`config.mk`:
```
export PLATFORM = sky130hd
export DESIGN_NAME = prince_linear_m_iter
export DESIGN_NICKNAME = d
export VERILOG_FILES = /design/src/rtl/prince_linear_m_iter.sv
export SDC_FILE = /design/constraint.sdc
export NUM_CORES = 1
export LEC_CHECK = 0
export BUFFER_PORTS_ARGS = -buffer_cell sky130_fd_sc_hd__buf_2
export CAP_MARGIN = 20
export CORE_MARGIN = 2
export CORE_UTILIZATION = 46
export DETAILED_ROUTE_END_ITERATION = 8
export PLACE_DENSITY_LB_ADDON = 0.12
export SLEW_MARGIN = 25
export SYNTH_ARGS = -nofsm -noshare
export SYNTH_HDL_FRONTEND = slang
export SYNTH_SLANG_ARGS = --single-unit
```
`constraint.sdc`:
```
create_clock -name clk -period 2.2 [get_ports clk]
set_input_delay 0.55 -clock clk [delete_from_list [all_inputs] [get_ports clk]]
set_output_delay 0.55 -clock clk [all_outputs]
set_load 0.05 [all_outputs]
```
`src/rtl/prince_linear_m_iter.sv`:
```
// ---------------------------------------------------------------------------
// prince_linear_m_iter
//
// Iterative forward PRINCE linear layer M = SR(M'(x)) for a serialized,
// low-area PRINCE datapath. One 16-bit M' chunk is processed per clock, so a
// block takes four RUN cycles. Both sides use a valid/ready handshake.
// Results are bit-exact with a combinational M' followed by forward ShiftRows.
//
// Optional feature (macro PRINCE_M_INV_EN):
//   When defined, the inv_i port exists and its value is latched at accept.
//   inv_i=1 computes M^-1 = M'(SR^-1(x)) using the same datapath: SR^-1 is
//   applied on load and the final SR is skipped. inv_i=0 computes forward M.
//   Latency and handshake are the same in both modes.
//   When undefined, only forward M is built.
//
// Ports:
//   clk        in   1   rising-edge clock
//   rst        in   1   synchronous, active-high reset
//   in_valid   in   1   data_in valid
//   in_ready   out  1   block can accept data_in (IDLE only)
//   data_in    in  64   state; nibble 0 = [63:60] ... nibble 15 = [3:0]
//   inv_i      in   1   inverse select (PRINCE_M_INV_EN only), sampled at accept
//   out_valid  out  1   data_out valid; held until accepted
//   out_ready  in   1   downstream accepts data_out
//   data_out   out 64   M(data_in) (or M^-1 in inverse mode)
// ---------------------------------------------------------------------------
module prince_linear_m_iter (
  input  logic        clk,
  input  logic        rst,
  input  logic        in_valid,
  output logic        in_ready,
  input  logic [63:0] data_in,
`ifdef PRINCE_M_INV_EN
  input  logic        inv_i,
`endif
  output logic        out_valid,
  input  logic        out_ready,
  output logic [63:0] data_out
);

  typedef enum logic [1:0] {
    IDLE = 2'd0,
    RUN  = 2'd1,
    DONE = 2'd2
  } state_t;

  state_t      state_reg;
  logic [1:0]  cnt_reg;
  logic [63:0] work_reg;
  logic [63:0] work_next;
  logic [63:0] sr_work_next;
  logic [63:0] result_next;
  logic [63:0] load_value;
  logic        in_ready_reg;
  logic        out_valid_reg;
  logic [63:0] data_out_reg;
  logic [15:0] chunk_cur;
  logic [15:0] chunk_new;
  logic        chunk_off;

`ifdef PRINCE_M_INV_EN
  logic        mode_reg;
  logic [63:0] srinv_data_in;
`endif

  assign in_ready  = in_ready_reg;
  assign out_valid = out_valid_reg;
  assign data_out  = data_out_reg;

  // M-hat on one 16-bit chunk. Nibble i / bit p both count from the MSB.
  // Output nibble j, bit p is the XOR of input bit p of every nibble i except
  // the single one where (i + j + off) mod 4 == p.
  function automatic logic [15:0] mhat(input logic [15:0] c, input logic off);
    logic [15:0] r;
    r = '0;
    for (int j = 0; j < 4; j++) begin
      for (int p = 0; p < 4; p++) begin
        for (int i = 0; i < 4; i++) begin
          if (((i + j + int'(off)) % 4) != p) begin
            r[15 - 4*j - p] = r[15 - 4*j - p] ^ c[15 - 4*i - p];
          end
        end
      end
    end
    return r;
  endfunction

  // Only the chunk addressed by cnt is transformed each cycle, so a single
  // M-hat instance is shared across all four chunks.
  always_comb begin
    chunk_cur = work_reg[63:48];
    case (cnt_reg)
      2'd0: chunk_cur = work_reg[63:48];
      2'd1: chunk_cur = work_reg[47:32];
      2'd2: chunk_cur = work_reg[31:16];
      2'd3: chunk_cur = work_reg[15:0];
      default: chunk_cur = work_reg[63:48];
    endcase
  end

  // Outer chunks (0,3) use M-hat0, inner chunks (1,2) use M-hat1.
  assign chunk_off = cnt_reg[1] ^ cnt_reg[0];
  assign chunk_new = mhat(chunk_cur, chunk_off);

  always_comb begin
    work_next = work_reg;
    case (cnt_reg)
      2'd0: work_next[63:48] = chunk_new;
      2'd1: work_next[47:32] = chunk_new;
      2'd2: work_next[31:16] = chunk_new;
      2'd3: work_next[15:0]  = chunk_new;
      default: work_next = work_reg;
    endcase
  end

  // ShiftRows is pure wiring: out nibble s = in nibble (5*s mod 16).
  // The last M' chunk and SR are folded into the same edge, so data_out is
  // registered directly from SR(work_next).
  for (genvar gi = 0; gi < 16; gi++) begin : g_sr
    localparam int SR_SRC = (5 * gi) % 16;
    assign sr_work_next[63 - 4*gi -: 4] = work_next[63 - 4*SR_SRC -: 4];
  end

`ifdef PRINCE_M_INV_EN
  // SR^-1: out nibble s = in nibble (13*s mod 16), applied on the way in.
  for (genvar gi = 0; gi < 16; gi++) begin : g_srinv
    localparam int SRI_SRC = (13 * gi) % 16;
    assign srinv_data_in[63 - 4*gi -: 4] = data_in[63 - 4*SRI_SRC -: 4];
  end

  assign load_value  = inv_i ? srinv_data_in : data_in;
  assign result_next = mode_reg ? work_next : sr_work_next;
`else
  assign load_value  = data_in;
  assign result_next = sr_work_next;
`endif

  always_ff @(posedge clk) begin
    if (rst) begin
      state_reg     <= IDLE;
      cnt_reg       <= 2'd0;
      work_reg      <= '0;
      in_ready_reg  <= 1'b1;
      out_valid_reg <= 1'b0;
      data_out_reg  <= '0;
`ifdef PRINCE_M_INV_EN
      mode_reg      <= 1'b0;
`endif
    end else begin
      case (state_reg)
        IDLE: begin
          if (in_valid && in_ready_reg) begin
            work_reg     <= load_value;
            cnt_reg      <= 2'd0;
            in_ready_reg <= 1'b0;
            state_reg    <= RUN;
`ifdef PRINCE_M_INV_EN
            mode_reg     <= inv_i;
`endif
          end
        end

        RUN: begin
          work_reg <= work_next;
          cnt_reg  <= cnt_reg + 2'd1;
          if (cnt_reg == 2'd3) begin
            state_reg     <= DONE;
            out_valid_reg <= 1'b1;
            data_out_reg  <= result_next;
          end
        end

        DONE: begin
          // in_ready stays low here so a new accept never overlaps an emit.
          if (out_ready) begin
            state_reg     <= IDLE;
            out_valid_reg <= 1'b0;
            in_ready_reg  <= 1'b1;
          end
        end

        default: begin
          state_reg     <= IDLE;
          cnt_reg       <= 2'd0;
          in_ready_reg  <= 1'b1;
          out_valid_reg <= 1'b0;
        end
      endcase
    end
  end

endmodule
```
-- Word level (Yosys, flattened, before mapping)
Cells that the tools add are included.
- output and inout port bits: 66
- bits in latches: 0
- RAM bits: 0
- memories kept: 0
- input bits: 68
- word-level logic and storage cells: 200
- bits in registers: 134
- ROM bits: 0
- add/sub/neg operators: 7
- multiplexer cells: 81
- equal/unequal tests: 26
- order comparisons: 0
- bitwise logic cells: 58
- shifts and indexed selects: 0
- multiply operators: 0
- reductions and logical operators: 22
- divide/modulo/power cells: 0
- operator list (kind ; count):
    $reduce_bool 32->1 ; 6
    $pmux 64 s2 ; 1
    $mux 1 ; 66
    $mux 16 ; 4
    $mux 64 ; 1
    $pmux 16 s4 ; 1
    $xor 1x1->1 ; 49
    $ne 3x3->1 const B ; 12
    $ne 3x2->1 const B ; 6
    $pmux 2 s3 ; 2
    $reduce_or 2->1 ; 6
    $reduce_and 3->1 ; 3
    $mux 2 ; 4
    $add 1x1->2 const A ; 3
    $add 2x1->2 const A ; 3
    $and 1x1->1 const A ; 6
    $eq 2x2->1 const B ; 3
    $ne 2x2->1 const B ; 3
    $pmux 1 s3 ; 2
    $reduce_and 2->1 ; 3
    $eq 2x1->1 const B ; 2
    $logic_not 2->1 ; 2
    $not 1->1 ; 3
    $add 2x1->2 const B ; 1
    2 further kinds ; 2

-- Depth between registers and ports, before layout
Gate-level depths: netlist (run 1).
- depth after elaboration: 14
- mapped depth: 9
- mapped depth without buffers: 7

-- Least setup slack after synthesis (run 1)
No wires, ideal clock.
- path type: reg-to-reg
- start: register cnt_reg[1]
- end: register work_reg[33]
- buffers on the path: 2
- data required time: 2.064 ns
- clock period less this slack: 2.188 ns
- cell stages (with the launch flop): 10
- path slack: 0.012 ns
- arrival: 2.053 ns
- cells stage by stage: dfxtp_1 > inv_1 > ha_1 > buf_6 > buf_6 > a222oi_1 > mux2i_2 > xnor2_1 > xnor2_1 > o22ai_1
- longest elaborated chain between the ends: 14
- ends and longest elaborated chain (element ; line ; RTL):
    start: declaration ; 48 ; logic [1:0] cnt_reg;
    start signal: assignment ; 165 ; cnt_reg <= cnt_reg + 2'd1;
    $xor 1x1->1 ; 102 ; assign chunk_off = cnt_reg[1] ^ cnt_reg[0];
    $add 2x1->2 ; 79 ; if (((i + j + int'(off)) % 4) != p) begin
    $reduce_or 2->1 (no source line) ; - ;
    $and 1x1->1 (no source line) ; - ;
    $ne 3x3->1 ; 79 ;
    $mux 1 ; 79 ;
    $xor 1x1->1 ; 80 ; r[15 - 4*j - p] = r[15 - 4*j - p] ^ c[15 - 4*i - p];
    $mux 1 ; 79 ;
    $xor 1x1->1 ; 80 ;
    $mux 1 ; 79 ;
    $xor 1x1->1 ; 80 ;
    $mux 1 ; 79 ;
    $mux 16 * ; 107 ; case (cnt_reg)
    $pmux 64 s2 * ; 150 ; case (state_reg)
    end signal: assignment ; 153 ; work_reg <= load_value;
    end signal: assignment ; 164 ; work_reg <= work_next;
    end: declaration ; 49 ; logic [63:0] work_reg;
Every way passes the cells marked *; elsewhere a longest branch is shown, timed or not.
A chain may end at the register's enable or synchronous reset.

-- Worst setup path after layout (run 1)
- start: register cnt_reg[1]
- end: register work_reg[54]
- longest elaborated chain between the ends: 14
- ends and longest elaborated chain (element ; line):
    $xor 1x1->1 ; 102
    $add 2x1->2 ; 79
    $reduce_or 2->1 (no source line) ; -
    $and 1x1->1 (no source line) ; -
    $ne 3x2->1 ; 79
    $mux 1 ; 79
    $xor 1x1->1 ; 80
    $mux 1 ; 79
    $xor 1x1->1 ; 80
    $mux 1 ; 79
    $xor 1x1->1 ; 80
    $mux 1 ; 79
    $mux 16 * ; 107
    $pmux 64 s2 * ; 150
Marked as above.

==> metrics.cfg, run 1 <==
[timing]
fin_skew_ns=0.0102
rsz0062_at_grt=yes
post-route-min-period_ns=2.51
worst_slack_ns=-0.313
max_freq_mhz=398
whs_ns=0.397
slew_viol_final=0
hold_viol=0
relSlewSlack=0.515
setup_viol=128
worst_pin_slew_ns=0.724
timing.final.crit_share=1.14

[die]
fp-row-count=43
fp.coreArea_mm2=0.0138
dieWidth_um=122
initial_core_util=0.466
ios=134
dieArea_mm2=0.0149
die_y_um=122

[finish]
n_antenna_cell=0
n_fill_cell=1127
layout.cells.non_filler=1052
drive_gt1_frac=0.424
nNetsFinal=932
finish.utilization=0.662
area_growth_syn_to_layout_pct=41.9

[setup_path]
cp.arrival_ns=2.80
required_ns=2.49
critPathKind=reg2reg
start_kind=register
path_max_fanout=8
endpoint_kind=register

[status]
violations=negative setup slack
status=finished with violations

[clock_network]
htreeDepth=4
insertion_delay_ns=0.43
cts_tree=built
clock-sinks=134
cts-root-buf=clkbuf_16
clk_path_buf_depth=2
clk_pin_slew_worst_paths_ns=0.06
numCtsBuffers=17
cts_hold_buf=0

[detailed_routing]
ant_nets=0
dr.first_iter.drc_count=695
drtPass1Iterations=7
vias=6717
via_per_inst=6.38
wl_um=24800
wl_per_cell_um=23.6
drc_errors=0

[synth]
synth_warnings=0
synth_area_leader_cell=dfxtp_1
netlist_top_cells_area=dfxtp_1 (42%), nor4b_1 (6.1%), o21ai_0 (5.7%)
synth_cell_types=38
syn_inst=699
synthesis.nets=772
netlist.area_leader.share=0.418
avgSynthCellArea_um2=9.19
ys_ff_latch=134
syn_area_mm2=0.00642
ys_seq_area_frac=0.418

[grt]
gr-usage-all-layers=0.332
grt_pass1_vias=6324
antenna_found_initial=0
grt_pass1_wl_um=36800
overflow=0
grt_max_degree=48

[job]
cap_violations=0

[power_and_ir_drop]
p_total_mw=8.46
p_leak_nw=3.50
peakVddDrop_uv=573
pwr_density_cell_mw_per_mm2=929

[placement]
place_congestion=0.902
hpwl_um=16800
dp_cells=1008
io_buffers=133

[hold_path]
hold_path.class=in2reg

==> where the power goes <==
group | leakage [nW] | internal (mW) | switching [mW]
combinational | 2.09 | 1.19 | 1.40
sequential | 1.09 | 2.56 | 0.114
clock | 0.317 | 2.07 | 1.13
==> synthesized netlist by cell type <==
cell type,instances
xnor2_2,3
and2_0,1
nand2b_1,2
nor4_1,21
nor2_1,10
a22oi_1,13
o31ai_2,1
o21ai_1,11
ha_1,5
nand3b_1,1
a31oi_1,50
mux2i_4,1
buf_6,4
a21oi_1,69
nor4bb_1,1
a222oi_1,16
nand2_1,10
o221ai_1,31
mux2i_1,30
a32oi_1,1
nor4b_1,45
o21a_1,1
and2_1,3
nand3_1,3
clkbuf_1,56
buf_2,9
buf_1,3
inv_1,22
xnor2_1,29
o21ai_0,73
o22ai_1,13
buf_4,1
dfxtp_1,134
mux2i_2,1
mux2_2,18
or2_2,2
a211o_1,1
nor2b_1,4
==> through the flow <==
step	setup WS [ns]	TNS [ns]	area [um^2]
floorplan	0.0116	0	6420
global placement	-0.376	-13.24	7710
detailed placement	-0.412	-23.15	7710
CTS	-0.116	-6.81	8840
global route	-0.348	-31.06	9110
finish	-0.313	-21.99	9110
==> area by class of cell <==
| type | instances | area, um^2 | share of cell area |
|---|---|---|---|
| clock buffer | 20 | 457 | 0.0501 |
| tap | 180 | 225 | 0.0247 |
| timing repair buffer | 214 | 1580 | 0.174 |
| multi-input combinational | 470 | 3880 | 0.426 |
| sequential | 134 | 2690 | 0.295 |
| clock inverter | 12 | 198 | 0.0217 |
| inverter | 22 | 82.6 | 0.00906 |
==> path summary, 6_finish.rpt <==
kind              startpoint      endpoint  slack, ns  cells past startpoint
setup reg to reg  cnt_reg[1]  work_reg[54]      -0.31                      9
hold reg to reg    out_valid     out_valid       0.48                      2
hold / removal     out_ready  state_reg[1]       0.40                      4
setup / recovery  cnt_reg[1]  work_reg[54]      -0.31                      9
==> cell families after synthesis <==
group / after synthesis / synth area share
compound gates: 280 / 0.269
flops: 134 / 0.418
mux: 50 / 0.0839
simple gates: 103 / 0.110
buf+inv: 95 / 0.0625
fa+ha+maj: 5 / 0.00974
xor+xnor: 32 / 0.0471
==> timing repair <==
action                                  4_1_cts  5_1_grt
endpoints found under the setup margin      128      128
pin swaps                                    46       25
resized for setup                            99       66
gates cloned                                  2        0
setup buffers                                 9        1
==> worst max-delay path, cell delays in order, from the launching register on <==
cell	delay (ns)
dfxtp_2	0.33
buf_6	0.13
ha_4	0.17
buf_6	0.13
a222oi_1	0.52
mux2i_2	0.26
xnor2_1	0.26
xnor2_1	0.16
bufbuf_16	0.31
o22ai_1	0.09
==> cells in the final DEF, fill, tap and decap left out, types with 10 or more instances in the layout <==
| cell type | Yosys | layout |
|---|---|---|
| nor4b_1 | 45 | 45 |
| xnor2_2 | 3 | 11 |
| nor2_1 | 10 | 10 |
| o21ai_0 | 73 | 32 |
| o21ai_2 | 0 | 27 |
| a21oi_2 | 0 | 28 |
| a21oi_1 | 69 | 41 |
| buf_2 | 9 | 134 |
| inv_1 | 22 | 19 |
| mux2i_1 | 30 | 10 |
| dfxtp_1 | 134 | 132 |
| mux2_2 | 18 | 18 |
| nor4_1 | 21 | 21 |
| mux2i_2 | 1 | 14 |
| buf_12 | 0 | 14 |
| a22oi_1 | 13 | 13 |
| buf_4 | 1 | 53 |
| a222oi_1 | 16 | 16 |
| xnor2_1 | 29 | 18 |
| o221ai_1 | 31 | 31 |
| o21ai_1 | 11 | 25 |
| a31oi_1 | 50 | 50 |
| clkbuf_16 | 0 | 17 |
| o22ai_1 | 13 | 10 |
==> routing by layer <==
metal  part of all wire  global-route usage  vias to the layer above
met5                  0                   0                        -
met4              0.019               0.119                        0
met3              0.082              0.0749                       37
met2               0.48               0.534                      344
met1               0.42               0.437                     3304
li1                   -                   -                     3032
Power figures use the tool's default switching activity.
==> inputs of run 2 (changes only) <==
--- a/config.mk
+++ b/config.mk
@@ -7,6 +7,7 @@
 export LEC_CHECK = 0
 export BUFFER_PORTS_ARGS = -buffer_cell sky130_fd_sc_hd__buf_2
 export CAP_MARGIN = 20
+export CORE_ASPECT_RATIO = 1.75
 export CORE_MARGIN = 2
 export CORE_UTILIZATION = 46
 export DETAILED_ROUTE_END_ITERATION = 8
==> constraint.sdc (replaced) <==
create_clock -name clk -period 2.39 [get_ports clk]
set_input_delay 0.5975 -clock clk [delete_from_list [all_inputs] [get_ports clk]]
set_output_delay 0.5975 -clock clk [all_outputs]
set_load 0.05 [all_outputs]
==> run 2 against run 1 <==
The run ends with design-rule violations, negative setup slack left. Utilization down 4.1 points. Power down 14%. Clock-buffer cell count down 2. Wire length up 3.5%.
==> metrics.cfg, run 2 (synthesis results as in run 1) <==
[finish]
area_growth_syn_to_layout_pct=32.9
nNetsFinal=925
drive_gt1_frac=0.340
final_common_cell=buf_2
n_antenna_cell=0
final_cell_mix=buf_2 (133), dfxtp_1 (132), a21oi_1 (69), o21ai_0 (66), buf_4 (61)

[die]
dieWidth_um=93.3
initial_core_util=0.467
dieArea_mm2=0.0150
ios=134
fp-row-count=57
fp.coreArea_mm2=0.0138
die_y_um=160

[timing]
timing.final.crit_share=1.01
relSlewSlack=0.508
slew_viol_final=0
fin_skew_ns=0.00912
worst_slack_ns=-0.0314
worst_pin_slew_ns=0.736
post-route-min-period_ns=2.42
fin_tns_setup_ns=-0.0368
max_freq_mhz=413
setup_viol=2
hold_viol=0
rsz0062_at_grt=yes

[clock_network]
insertion_delay_ns=0.43
htreeDepth=4
cts-root-buf=clkbuf_16
clk_pin_slew_worst_paths_ns=0.06
cts_tree=built
clock-sinks=134
numCtsBuffers=17
clk_path_buf_depth=2

[detailed_routing]
routed.top_layer=met4
drt-met1-wl_um=9070
wl_met3_um=1960
wl_um=25700
drtPass1Iterations=9
wl_met2_um=12900
drc_errors=2
dr.first_iter.drc_count=862
vias=6795
ant_nets=0
via_per_inst=6.52
wl_per_cell_um=24.7

[hold_path]
hold_path.class=in2reg

[grt]
antenna_found_initial=0
grt_pass1_vias=6594
overflow=0
grt_max_degree=38
grt_pass1_wl_um=38000
gr-usage-all-layers=0.338

[setup_path]
start_kind=register
path_max_fanout=36
endpoint_kind=register
critPathKind=reg2reg
cp.arrival_ns=2.72
required_ns=2.69

[power_and_ir_drop]
peakVddDrop_uv=512
pwr_density_cell_mw_per_mm2=856
p_leak_nw=3.34

[placement]
io_buffers=133
place_worst_setup_slack_ns=-0.233
hpwl_um=18300
place_congestion=0.947

[status]
status=finished with violations
violations=design-rule violations, negative setup slack

[job]
cap_violations=0

run 2: changes by cell type in the layout (fill, tap and decap cells not counted), sizes merged:
cell,change
buf,-4
bufbuf,-4
bufinv,-2
clkbuf,-1
clkinvlp,-2
inv,+6
run 2: power by group:
group          leakage [nW]  internal, mW  switching [mW]  total, mW
Sequential             1.09          2.35           0.112       2.47
Combinational          1.93         0.851            1.20       2.05
Clock                 0.310          1.70            1.09       2.79
run 2: layout make-up:
| cell class | instances | area [um^2] |
|---|---|---|
| well taps | 177 | 221 |
| clock inverters | 14 | 184 |
| repair buffers | 207 | 1370 |
| clock buffers | 18 | 439 |
| inverters | 22 | 82.6 |
| fillers | 1236 | 5230 |
| multi-input cells | 470 | 3550 |
| flip-flops and latches | 134 | 2690 |
run 2: layer usage:
layer | up-vias | GRT usage
met5 | - | 0
met2 | 437 | 0.574
met3 | 108 | 0.0605
met4 | 0 | 0.208
met1 | 3236 | 0.385
li1 | 3014 | -
run 2: worst max-delay path: stages (launching register included):
cell and delay (ns):
dfxtp_2 0.33, buf_4 0.15, ha_2 0.18, buf_12 0.17, a222oi_1 0.35, mux2i_1 0.26
xnor2_1 0.21, xnor2_1 0.28, buf_4 0.25, o22ai_1 0.10
run 2: path summary, 6_finish.rpt:
kind	to	cells past startpoint	startpoint	slack (ns)
min reg2reg	out_valid	2	out_valid	0.48
min	state_reg[1]	4	out_ready	0.44
max reg2reg	work_reg[56]	9	cnt_reg[1]	-0.03
max	work_reg[56]	9	cnt_reg[1]	-0.03
run 2: per-stage QoR:
stage | power [mW] | instance area [um^2] | utilization | hold slack, ns | instances
2_1_floorplan | 3.33 | 6420 | - | 0.490 | 699
3_3_place_gp | 4.22 | 7610 | 0.553 | 0.460 | 1001
3_5_place_dp | 4.24 | 7610 | 0.553 | 0.475 | 1001
4_1_cts | 7.08 | 8310 | 0.604 | 0.441 | 1034
5_1_grt | 7.49 | 8540 | 0.620 | 0.446 | 1042
6_report | 7.31 | 8540 | 0.620 | 0.444 | 1042
run 2: timing repair:
action	4_1_cts	5_1_grt
buffers inserted	1	7
gates cloned	0	1
setup endpoints to repair	48	95
resized for setup	9	36
pin swaps	5	15
endpoints found under the hold margin	0	0
hold buffers	0	0
